**src/rtl/am25xx_pkg.sv**
```systemverilog
// Shared definitions for the am25xx successive-approximation register family.
package am25xx_pkg;

  // Default register length; the 12-bit variant overrides WIDTH at instantiation.
  localparam int unsigned AM25XX_WIDTH = 8;

  // Conversion sequencer states.
  typedef enum logic [1:0] {
    IDLE = 2'd0,
    CONV = 2'd1,
    DONE = 2'd2
  } sar_state_t;

endpackage

```
**src/rtl/am2502.sv**
```systemverilog
// am2502: successive-approximation register. A start loads 1000..0; each
// enabled edge in CONV keeps or clears the bit under trial according to d and
// sets the next lower bit for trial. All outputs come straight from registers.
module am2502
  import am25xx_pkg::*;
#(
  parameter int unsigned WIDTH = AM25XX_WIDTH
) (
  input  logic             clk,
  input  logic             rst,
  input  logic             start_n,
  input  logic             e_n,
  input  logic             d,
  output logic [WIDTH-1:0] q,
  output logic             qs,
  output logic             cc_n
);

  localparam logic [WIDTH-1:0] MSB_ONLY = {1'b1, {(WIDTH-1){1'b0}}};

  sar_state_t       state;
  logic [WIDTH-1:0] m;
  logic [WIDTH-1:0] q_trial;

  // Next value of q during a trial edge. Bits below m-1 are already zero, so
  // OR-ing in (m >> 1) sets the next trial bit without disturbing anything
  // else; on the final bit (m[0]) the shift contributes nothing.
  always_comb begin
    q_trial = (q & ~m) | (d ? m : '0) | (m >> 1);
  end

  // Sequencer, trial marker and data register.
  always_ff @(posedge clk) begin
    if (rst) begin
      q     <= '0;
      qs    <= 1'b0;
      cc_n  <= 1'b1;
      m     <= '0;
      state <= IDLE;
    end else if (!e_n) begin
      if (!start_n) begin
        q     <= MSB_ONLY;
        m     <= MSB_ONLY;
        cc_n  <= 1'b1;
        state <= CONV;
      end else begin
        case (state)
          CONV: begin
            q  <= q_trial;
            qs <= d;
            if (m[0]) begin
              cc_n  <= 1'b0;
              state <= DONE;
            end else begin
              m <= m >> 1;
            end
          end
          default: begin
            // IDLE and DONE hold everything until a start or reset.
          end
        endcase
      end
    end
  end

endmodule
```
**config.mk**
```make
export PLATFORM = sky130hd
export DESIGN_NAME = am2502
export DESIGN_NICKNAME = d
export VERILOG_FILES = /design/src/rtl/am25xx_pkg.sv /design/src/rtl/am2502.sv
export SDC_FILE = /design/constraint.sdc
export NUM_CORES = 1
export LEC_CHECK = 0
export ABC_AREA = 0
export BUFFER_PORTS_ARGS = -buffer_cell sky130_fd_sc_hd__buf_2
export CORE_AREA = 2 2 45 47
export DETAILED_ROUTE_END_ITERATION = 8
export DIE_AREA = 0 0 47 49
export PLACE_DENSITY = 0.66
export SLEW_MARGIN = 20
export SYNTH_ARGS = -nofsm -noshare
export SYNTH_HDL_FRONTEND = slang
export SYNTH_SLANG_ARGS = --single-unit
```
**constraint.sdc**
```tcl
create_clock -name clk -period 1.5 [get_ports clk]
set_clock_uncertainty 0.1 [all_clocks]
set_input_delay 0.15 -clock clk [delete_from_list [all_inputs] [get_ports clk]]
set_output_delay 0.15 -clock clk [all_outputs]
set_load 0.05 [all_outputs]
```
==> results of run 1 <==
layout by cell type (no fill, tap or decap), drive strengths merged, types with 2 or more instances in the layout:
cell type and count:
buf 21, dfxtp 20, a21oi 11, nand2 9, o22ai 7, a22o 6, and2 6, inv 4
o21ai 4, clkbuf 4, o21bai 2, nor2 2, nand3 2, a31oi 2
power by group:
group          switching (mW)  internal (mW)
Combinational          0.0481         0.0323
Clock                   0.155          0.148
Sequential            0.00422          0.537
critical path, cell delays in order, from the launching register on:
cell	delay (ns)
dfxtp_2	0.34
or3b_4	0.39
buf_6	0.14
nor4_4	0.26
a22o_1	0.19
registers in the layout (all words and copies together) (netlist names):
register	cells
state	2
qs	1
m	8
cc_n	1
q	8
per-layer routing:
layer  share of wire (%)  vias to the layer above
met1                  47                      314
met5                   0                        -
li1                    -                      354
met3                 3.2                        4
met2                  47                       11
met4                 2.4                        0
metrics by stage:
step                      worst slack [ns]  instances  setup TNS (ns)  utilization [%]
final                               0.0433        135               0             53.9
after global routing               -0.0122        135         -0.0151             53.9
after CTS                         -0.00102        135        -0.00102             53.3
after detailed placement           -0.0180        130         -0.0230             50.5
after global placement              0.0189        130               0             50.5
after floorplan                    -0.0402         86          -0.102                -
synthesized netlist by cell type (2+ instances only):
cell type  number  area, um^2
a31oi_1         2        12.5
o21bai_1        2        15.0
nor2_1          2        7.51
nand3_1         2        10.0
a21oi_1        11        55.1
dfxtp_1        20         400
inv_1           4        15.0
and2_1          6        37.5
o21ai_0         4        20.0
a22o_1          6        52.6
o22ai_1         7        43.8
nand2_1         9        33.8
worst paths after layout:
check | slack, ns | start | cells past startpoint | to
min | 0.01 | rst | 2 | state[0]
min reg2reg | 0.37 | q[5] | 2 | q[5]
max reg2reg | 0.04 | state[0] | 4 | m[1]
max | 0.04 | state[0] | 4 | m[1]
repair_timing:
| action | 4_1_cts | 5_1_grt |
|---|---|---|
| endpoints found under the hold margin | 1 | 0 |
| pin swaps | 0 | 1 |
| hold buffers | 1 | 0 |
| resized for setup | 1 | 3 |
| endpoints found under the setup margin | 4 | 7 |
kinds of logic after synthesis:
kind of cell    after synthesis  share of synthesized area (%)
flops                        20                           50.7
compound gates               35                           28.4
buf+inv                       8                           4.12
simple gates                 23                           16.8
final cells by class:
class	count	area [um^2]
Tap cell	27	33.8
Inverter	4	15.0
Clock buffer	4	36.3
Fill cell	182	848
Multi-Input combinational cell	58	370
Timing Repair Buffer	22	136
Sequential cell	20	402
==> results.toml, run 1 <==
[worst_setup_path]
critPathKind = "reg2reg"
crit_required_ns = 1.65
cp_max_fo = 6
start_kind = "flip-flop"
cp_data_arrival_time_ns = 1.60
critPathCaptureType = "flip-flop"

[floorplanning]
fp.dieH_um = 49
die_area_um2 = 2300
die_w_um = 47
rows = 16
core_um2 = 1840
num_io_pins = 15
start_util_pct = 42.9

[detailed_routing]
postRouteAntennaNets = 0
num_vias = 683
viasPerCell = 5.06
drt_wl_total_um = 1590
routedWlPerCell_um = 11.8
first_pass_iters = 3
route.detailed.drc = 0
drt-initial-drc-count = 10

[placed_design]
place_congestion = 0.758
place_area_um2 = 930
hpwl_um = 1190
portBuffers = 14

[timing]
slew_violations = 0
min_period_over_period_pct = 97.1
rsz0062_at_grt = "true"
hold_ws_ns = 0.0130
slew_headroom_pct = 76.4
finalHoldViolCount = 0
period_needed_ns = 1.46
clock.fmax_mhz = 686
setup_violations = 0
worstMarginPinSlew_ns = 0.351

[pwr]
peakVddDrop_mv = 0.593
finalPower_mw = 0.925
p_leak_nw = 0.395
p_per_area_nw_per_um2 = 931

[layout]
final_area_um2 = 993
antenna-diode-count = 0
nets = 114
syn_to_final_growth_pct = 25.8
drive_above_1_share_pct = 28.7

[global_routing]
grt_pass1_vias = 610
antenna_found_initial = 0
gr-usage-met2_pct = 25.1
busiest_layer = "met2"
grt_usage_pct = 16.1
grt_util_met1_pct = 20.9
grt_overflow = 0
grt_max_degree = 12
grt_use_met3_pct = 3.33
grt_pass1_wl_um = 2680

[yosys]
synth_area_um2 = 790
synth.avg_cell_area_um2 = 9.18
seq_area_frac_synth_pct = 50.7
netlist_instances = 86
async_reset_ff_share_pct = 0
synth_cell_types = 23
synth_edf_count = 0
ys.flop_type = "dfxtp_1"
synth_seq_cells = 20
synth.net_count = 91
yosys_warnings = 0

[clock_tree]
clkLatencyLatePin_ns = 0.29
post_cts_buffers = 0
h-tree-depth = 1
clock_path_buffers = 2
root_buffer = "clkbuf_4"
cts_tree = "built"
cts.sinks = 20
clkTransAtPathRegs_ns = 0.11
numCtsBuffers = 3

[outcome]
run_status = "finished, final reports clean"

[flow_run]
drv_cap = 0

[worst_hold_path]
hold_path_class = "in2reg"
No activity file was read; power rests on OpenSTA's default activity.
==> run 2, diff against run 1 <==
--- a/config.mk
+++ b/config.mk
@@ -5,12 +5,12 @@
 export SDC_FILE = /design/constraint.sdc
 export NUM_CORES = 1
 export LEC_CHECK = 0
-export ABC_AREA = 0
+export ABC_AREA = 1
 export BUFFER_PORTS_ARGS = -buffer_cell sky130_fd_sc_hd__buf_2
-export CORE_AREA = 2 2 45 47
+export CORE_AREA = 2 2 48 50
 export DETAILED_ROUTE_END_ITERATION = 8
-export DIE_AREA = 0 0 47 49
-export PLACE_DENSITY = 0.66
+export DIE_AREA = 0 0 50 52
+export PLACE_DENSITY = 0.63
 export SLEW_MARGIN = 20
 export SYNTH_ARGS = -nofsm -noshare
 export SYNTH_HDL_FRONTEND = slang
==> run 2 against run 1 <==
  * First-iteration DRC count is 50% higher
  * Fmax is 17% higher
  * Worst setup slack better by 0.22 ns
  * Critical path depth is 1 higher
  * Synthesized cell count is 48% higher
  * Wire length is 14% higher
  * Highest routed layer unchanged
  * Combinational power is 3.1% higher
  * Cell area is 1.8% lower
==> results.toml, run 2 <==
[placed_design]
place_area_um2 = 953
place_congestion = 0.772
portBuffers = 14
hpwl_um = 1250
dp_cells = 165

[clock_tree]
clkLatencyLatePin_ns = 0.30
h-tree-depth = 1
root_buffer = "clkbuf_4"
ctsHoldBuffers = 0
post_cts_buffers = 0
cts.sinks = 20
cts_tree = "built"
clkTransAtPathRegs_ns = 0.11
clock_path_buffers = 2
numCtsBuffers = 3
cts_resized = 0

[yosys]
synth_compound_area_share_pct = 12.9
synth_most_common_cell = "nand2_1"
synth_cell_types = 14
synth_xor_area_share_pct = 0
netlist_instances = 127
ys.flop_type = "dfxtp_1"
yosysTopAreaCell = "dfxtp_1"
synth.avg_cell_area_um2 = 6.88
ys_top_cells_by_area = "dfxtp_1 (46%), nand2_1 (20%), a21oi_1 (11%), nand3_1 (8.6%), inv_1 (5.2%)"
synth-simple-area-share_pct = 32.8
synth_fa_ha_area_share_pct = 0
synth_edf_count = 0
async_reset_ff_share_pct = 0
synth_seq_cells = 20
synth_top_family_by_area = "simple AND/OR/NAND/NOR gates"
synth_area_um2 = 873
synth_top_area_share_pct = 45.8
seq_area_frac_synth_pct = 45.8
synthMuxAreaShare_pct = 0
synthTopCellsByCount = "nand2_1 (46), dfxtp_1 (20), a21oi_1 (19), nand3_1 (15), inv_1 (12)"
synth.net_count = 132
yosys_warnings = 0

[layout]
syn_to_final_growth_pct = 11.7
antenna-diode-count = 0
largestRegisters = "m (8), q (8), state (2)"
stdcell_count = 168
fillCellCount = 224
final_area_um2 = 976
most-common-layout-cells = "nand2_1 (46), dfxtp_1 (20), a21oi_1 (19)"
drive_above_1_share_pct = 15.0
nets = 147
final_common_cell = "nand2_1"

[detailed_routing]
route.detailed.drc = 0
first_pass_iters = 4
viasPerCell = 4.97
drt-initial-drc-count = 15
num_vias = 835
drt_wl_total_um = 1810
postRouteAntennaNets = 0
routedWlPerCell_um = 10.8

[flow_run]
drv_cap = 0

[global_routing]
grt_pass1_wl_um = 3080
grt_pass1_vias = 715
antenna_found_initial = 0
grt_overflow = 0
grt_max_degree = 19
grt_usage_pct = 15.8

[worst_setup_path]
cp_max_fo = 15
cp_data_arrival_time_ns = 1.34
start_kind = "flip-flop"
crit_required_ns = 1.60
critPathCaptureType = "flip-flop"
critPathKind = "reg2reg"

[floorplanning]
die_area_um2 = 2600
core_um2 = 2110
fp.dieH_um = 52
die_w_um = 50
start_util_pct = 41.5
num_io_pins = 15
rows = 17

[pwr]
peakVddDrop_mv = 0.671
seq_power_share_pct = 61.9
p_leak_nw = 0.389
pwr-share-comb_pct = 9.4
swShare_pct = 25.7
p_int_mw = 0.654
p_clk_share_pct = 28.7
p_sw_mw = 0.226
finalPower_mw = 0.881
p_per_area_nw_per_um2 = 902

[timing]
finalHoldViolCount = 0
fin_tns_setup_ns = 0
hold_ws_ns = 0.0896
period_needed_ns = 1.24
slew_headroom_pct = 77.0
min_period_over_period_pct = 82.7
setup_violations = 0
worstMarginPinSlew_ns = 0.344
slew_violations = 0
clock.fmax_mhz = 806
rsz0062_at_grt = "false"

[worst_hold_path]
hold_path_class = "in2reg"

[outcome]
run_status = "finished, final reports clean"
[run 2: layout make-up]
cell class | count | area [um^2] | area share [%]
tap | 28 | 35.0 | 3.59
multi-input combinational | 90 | 399 | 40.9
clock buffer | 3 | 22.5 | 2.31
timing repair buffer | 14 | 70.1 | 7.18
inverter | 13 | 48.8 | 5.00
sequential | 20 | 400 | 41.0
[run 2: logic make-up (layout without fill, tap and decap cells)]
| kind of cell | Yosys count | count (layout) |
|---|---|---|
| simple gates | 68 | 68 |
| compound gates | 22 | 22 |
| flops | 20 | 20 |
| buf+inv | 17 | 30 |
[run 2: layer usage]
metal | vias up | wire (um) | global-route usage, %
li1 | 431 | - | -
met1 | 384 | 871 | 19.7
met2 | 15 | 832 | 26.1
met3 | 5 | 60 | 2.59
met4 | 0 | 42 | 8.33
met5 | - | 0 | 0
[run 2: power groups by stage]
| stage | Sequential (mW) | Combinational [mW] | Clock, mW |
|---|---|---|---|
| 6_report | 0.545 | 0.0829 | 0.253 |
| 4_1_cts | 0.545 | 0.0835 | 0.258 |
| 5_1_grt | 0.547 | 0.0928 | 0.281 |
| 2_1_floorplan | 0.571 | 0.0478 | 0 |
| 3_3_place_gp | 0.557 | 0.0824 | 0 |
| 3_5_place_dp | 0.557 | 0.0831 | 0 |
[run 2: final timing paths]
| kind | startpoint | end | slack, ns | depth (start not counted) |
|---|---|---|---|---|
| worst max-delay path | state[0] | qs | 0.26 | 5 |
| worst min-delay path | e_n | m[7] | 0.09 | 4 |
| worst max register to register | state[0] | qs | 0.26 | 5 |
| worst min register to register | cc_n | cc_n | 0.36 | 2 |
[run 2: worst max-delay path, stage by stage, from the launching register on]
cell and delay, ns:
dfxtp_1 0.36, nand2_1 0.11, nor2_4 0.32, inv_1 0.11, nor2_1 0.10, nor2_1 0.05
[run 2: through the flow]
stage / worst slack, ns / utilization (%)
final: 0.260 / 46.3
after CTS: 0.265 / 46.3
after floorplan: 0.379 / -
after global placement: 0.295 / 45.3
after global routing: 0.156 / 46.3
after detailed placement: 0.280 / 45.3
==> run 3, diff against run 2 <==
--- a/config.mk
+++ b/config.mk
@@ -5,11 +5,11 @@
 export SDC_FILE = /design/constraint.sdc
 export NUM_CORES = 1
 export LEC_CHECK = 0
-export ABC_AREA = 1
+export ABC_AREA = 0
 export BUFFER_PORTS_ARGS = -buffer_cell sky130_fd_sc_hd__buf_2
-export CORE_AREA = 2 2 48 50
+export CORE_AREA = 2 2 45 47
 export DETAILED_ROUTE_END_ITERATION = 8
-export DIE_AREA = 0 0 50 52
+export DIE_AREA = 0 0 47 49
 export PLACE_DENSITY = 0.63
 export SLEW_MARGIN = 20
 export SYNTH_ARGS = -nofsm -noshare
==> constraint.sdc (replaced) <==
create_clock -name clk -period 1.2 [get_ports clk]
set_clock_uncertainty 0.1 [all_clocks]
set_input_delay 0.12 -clock clk [delete_from_list [all_inputs] [get_ports clk]]
set_output_delay 0.12 -clock clk [all_outputs]
set_load 0.05 [all_outputs]
==> run 3 against run 2 <==
  * The flow now finishes with violations (negative setup slack)
  * Total power increased by 36%
  * Final cell count is 15% lower
  * Die area is 11% lower
  * Worst setup slack lost 0.49 ns
  * Non-clock buffer count increased by 16
  * Critical path depth down 2
  * First-iteration DRC count fell by 80%
  * Clock power is 56% higher
  * Wire length increased by 0.11%
  * Largest cell class unchanged
  * Highest routed layer unchanged
==> results.toml, run 3 (synthesis gave the netlist of run 1 again) <==
[outcome]
run_status = "complete, but fails checks"
violations = "negative setup slack"

[worst_setup_path]
crit_required_ns = 1.34
r2r_slack_ns = -0.23
rr_worst_depth = 3
start_kind = "flip-flop"
cp_data_arrival_time_ns = 1.57
r2r_start = "state[0]"
critPathKind = "reg2reg"
critPathCaptureType = "flip-flop"
cp_max_fo = 7
cpPeakStageDelay_ns = 0.40
path_cells = "or3b_4 > or3_4 > o22ai_1"
rr_endpoint = "q[0]"
crit_slowest_cell = "or3b_4"

[clock_tree]
h-tree-depth = 1
cts.sinks = 20
clock_path_buffers = 2
cts_tree = "built"
numCtsBuffers = 3
clkLatencyLatePin_ns = 0.30
clkTransAtPathRegs_ns = 0.11
root_buffer = "clkbuf_4"

[floorplanning]
start_util_pct = 42.9
die_area_um2 = 2300
core_um2 = 1840
fp.dieH_um = 49
num_io_pins = 15
die_w_um = 47
rows = 16

[timing]
slew_headroom_pct = 82.6
worstMarginPinSlew_ns = 0.258
min_period_over_period_pct = 119
finalHoldViolCount = 0
setup_ws_ns = -0.230
clock.fmax_mhz = 699
period_needed_ns = 1.43
fin_tns_setup_ns = -3.54
rsz0062_at_grt = "true"
setup_violations = 18
slew_violations = 0
hold_ws_ns = 0.0589

[layout]
most-common-layout-cells = "dfxtp_1 (18), buf_2 (13), buf_4 (13)"
syn_to_final_growth_pct = 36.9
drive_above_1_share_pct = 38.8
final_area_um2 = 1080
stdcell_count = 143
utilization_pct = 58.7
final_common_cell = "dfxtp_1"
antenna-diode-count = 0
largestRegisters = "m (8), q (8), state (2)"
nets = 122

[pwr]
finalPower_mw = 1.20
p_leak_nw = 0.439
p_per_area_nw_per_um2 = 1110
peakVddDrop_mv = 0.881

[flow_run]
drv_cap = 0

[global_routing]
grt_overflow = 0
grt_max_degree = 12
antenna_found_initial = 0
grt_pass1_wl_um = 3070
grt_pass1_vias = 705
grt_usage_pct = 18.0

[worst_hold_path]
hold_depth = 3
hold_path_class = "in2reg"
hold_path.startpoint = "start_n"
min_to = "q[7]"

[placed_design]
dp_cells = 138
place_area_um2 = 990
place_congestion = 0.721
pre_cts_ws_ns = -0.298
portBuffers = 14
hpwl_um = 1250

[detailed_routing]
routedWlPerCell_um = 12.6
postRouteAntennaNets = 0
drt_wl_total_um = 1810
num_vias = 726
viasPerCell = 5.08
drt-initial-drc-count = 3
first_pass_iters = 4
route.detailed.drc = 0
[run 3: worst max-delay path, delay by kind of cell (launching register included)]
kind	cells	cell delay, ns
flops	1	0.34
compound gates	1	0.15
simple gates	2	0.78
[run 3: final cells by class]
class                           instances  area (um^2)
Sequential cell                        20          403
Timing Repair Buffer                   30          204
Inverter                                4         15.0
Multi-Input combinational cell         58          389
Fill cell                             181          761
Clock buffer                            4         36.3
Tap cell                               27         33.8
[run 3: repair_timing]
action	in CTS	in global routing
setup buffers	1	1
setup endpoints to repair	19	19
pin swaps	1	2
cloned	0	0
hold buffers	0	0
gates resized for setup	15	3
[run 3: worst max path at each step]
stage	from	to	slack, ns	depth (start not counted)
3_5_place_dp	state[0]	q[1]	-0.30	3
3_3_place_gp	state[0]	q[1]	-0.27	3
4_1_cts	state[0]	q[0]	-0.23	3
6_report	state[0]	q[0]	-0.23	3
2_1_floorplan	state[0]	q[0]	-0.34	5
5_1_grt	state[0]	q[0]	-0.29	3
[run 3: report_power, final]
part           internal [mW]  total, mW  leakage [nW]  switching, mW
registers              0.672      0.679         0.163        0.00717
logic                 0.0555      0.124         0.256         0.0686
clock network          0.185      0.394        0.0210          0.209
total                  0.913       1.20         0.439          0.285
[run 3: layer usage]
metal	share of wire [%]	track usage, %	wire length [um]
met1	47	25.8	858
met2	48	26.9	864
met3	2.8	2.22	50
met4	1.9	6.94	35
met5	0	0	0
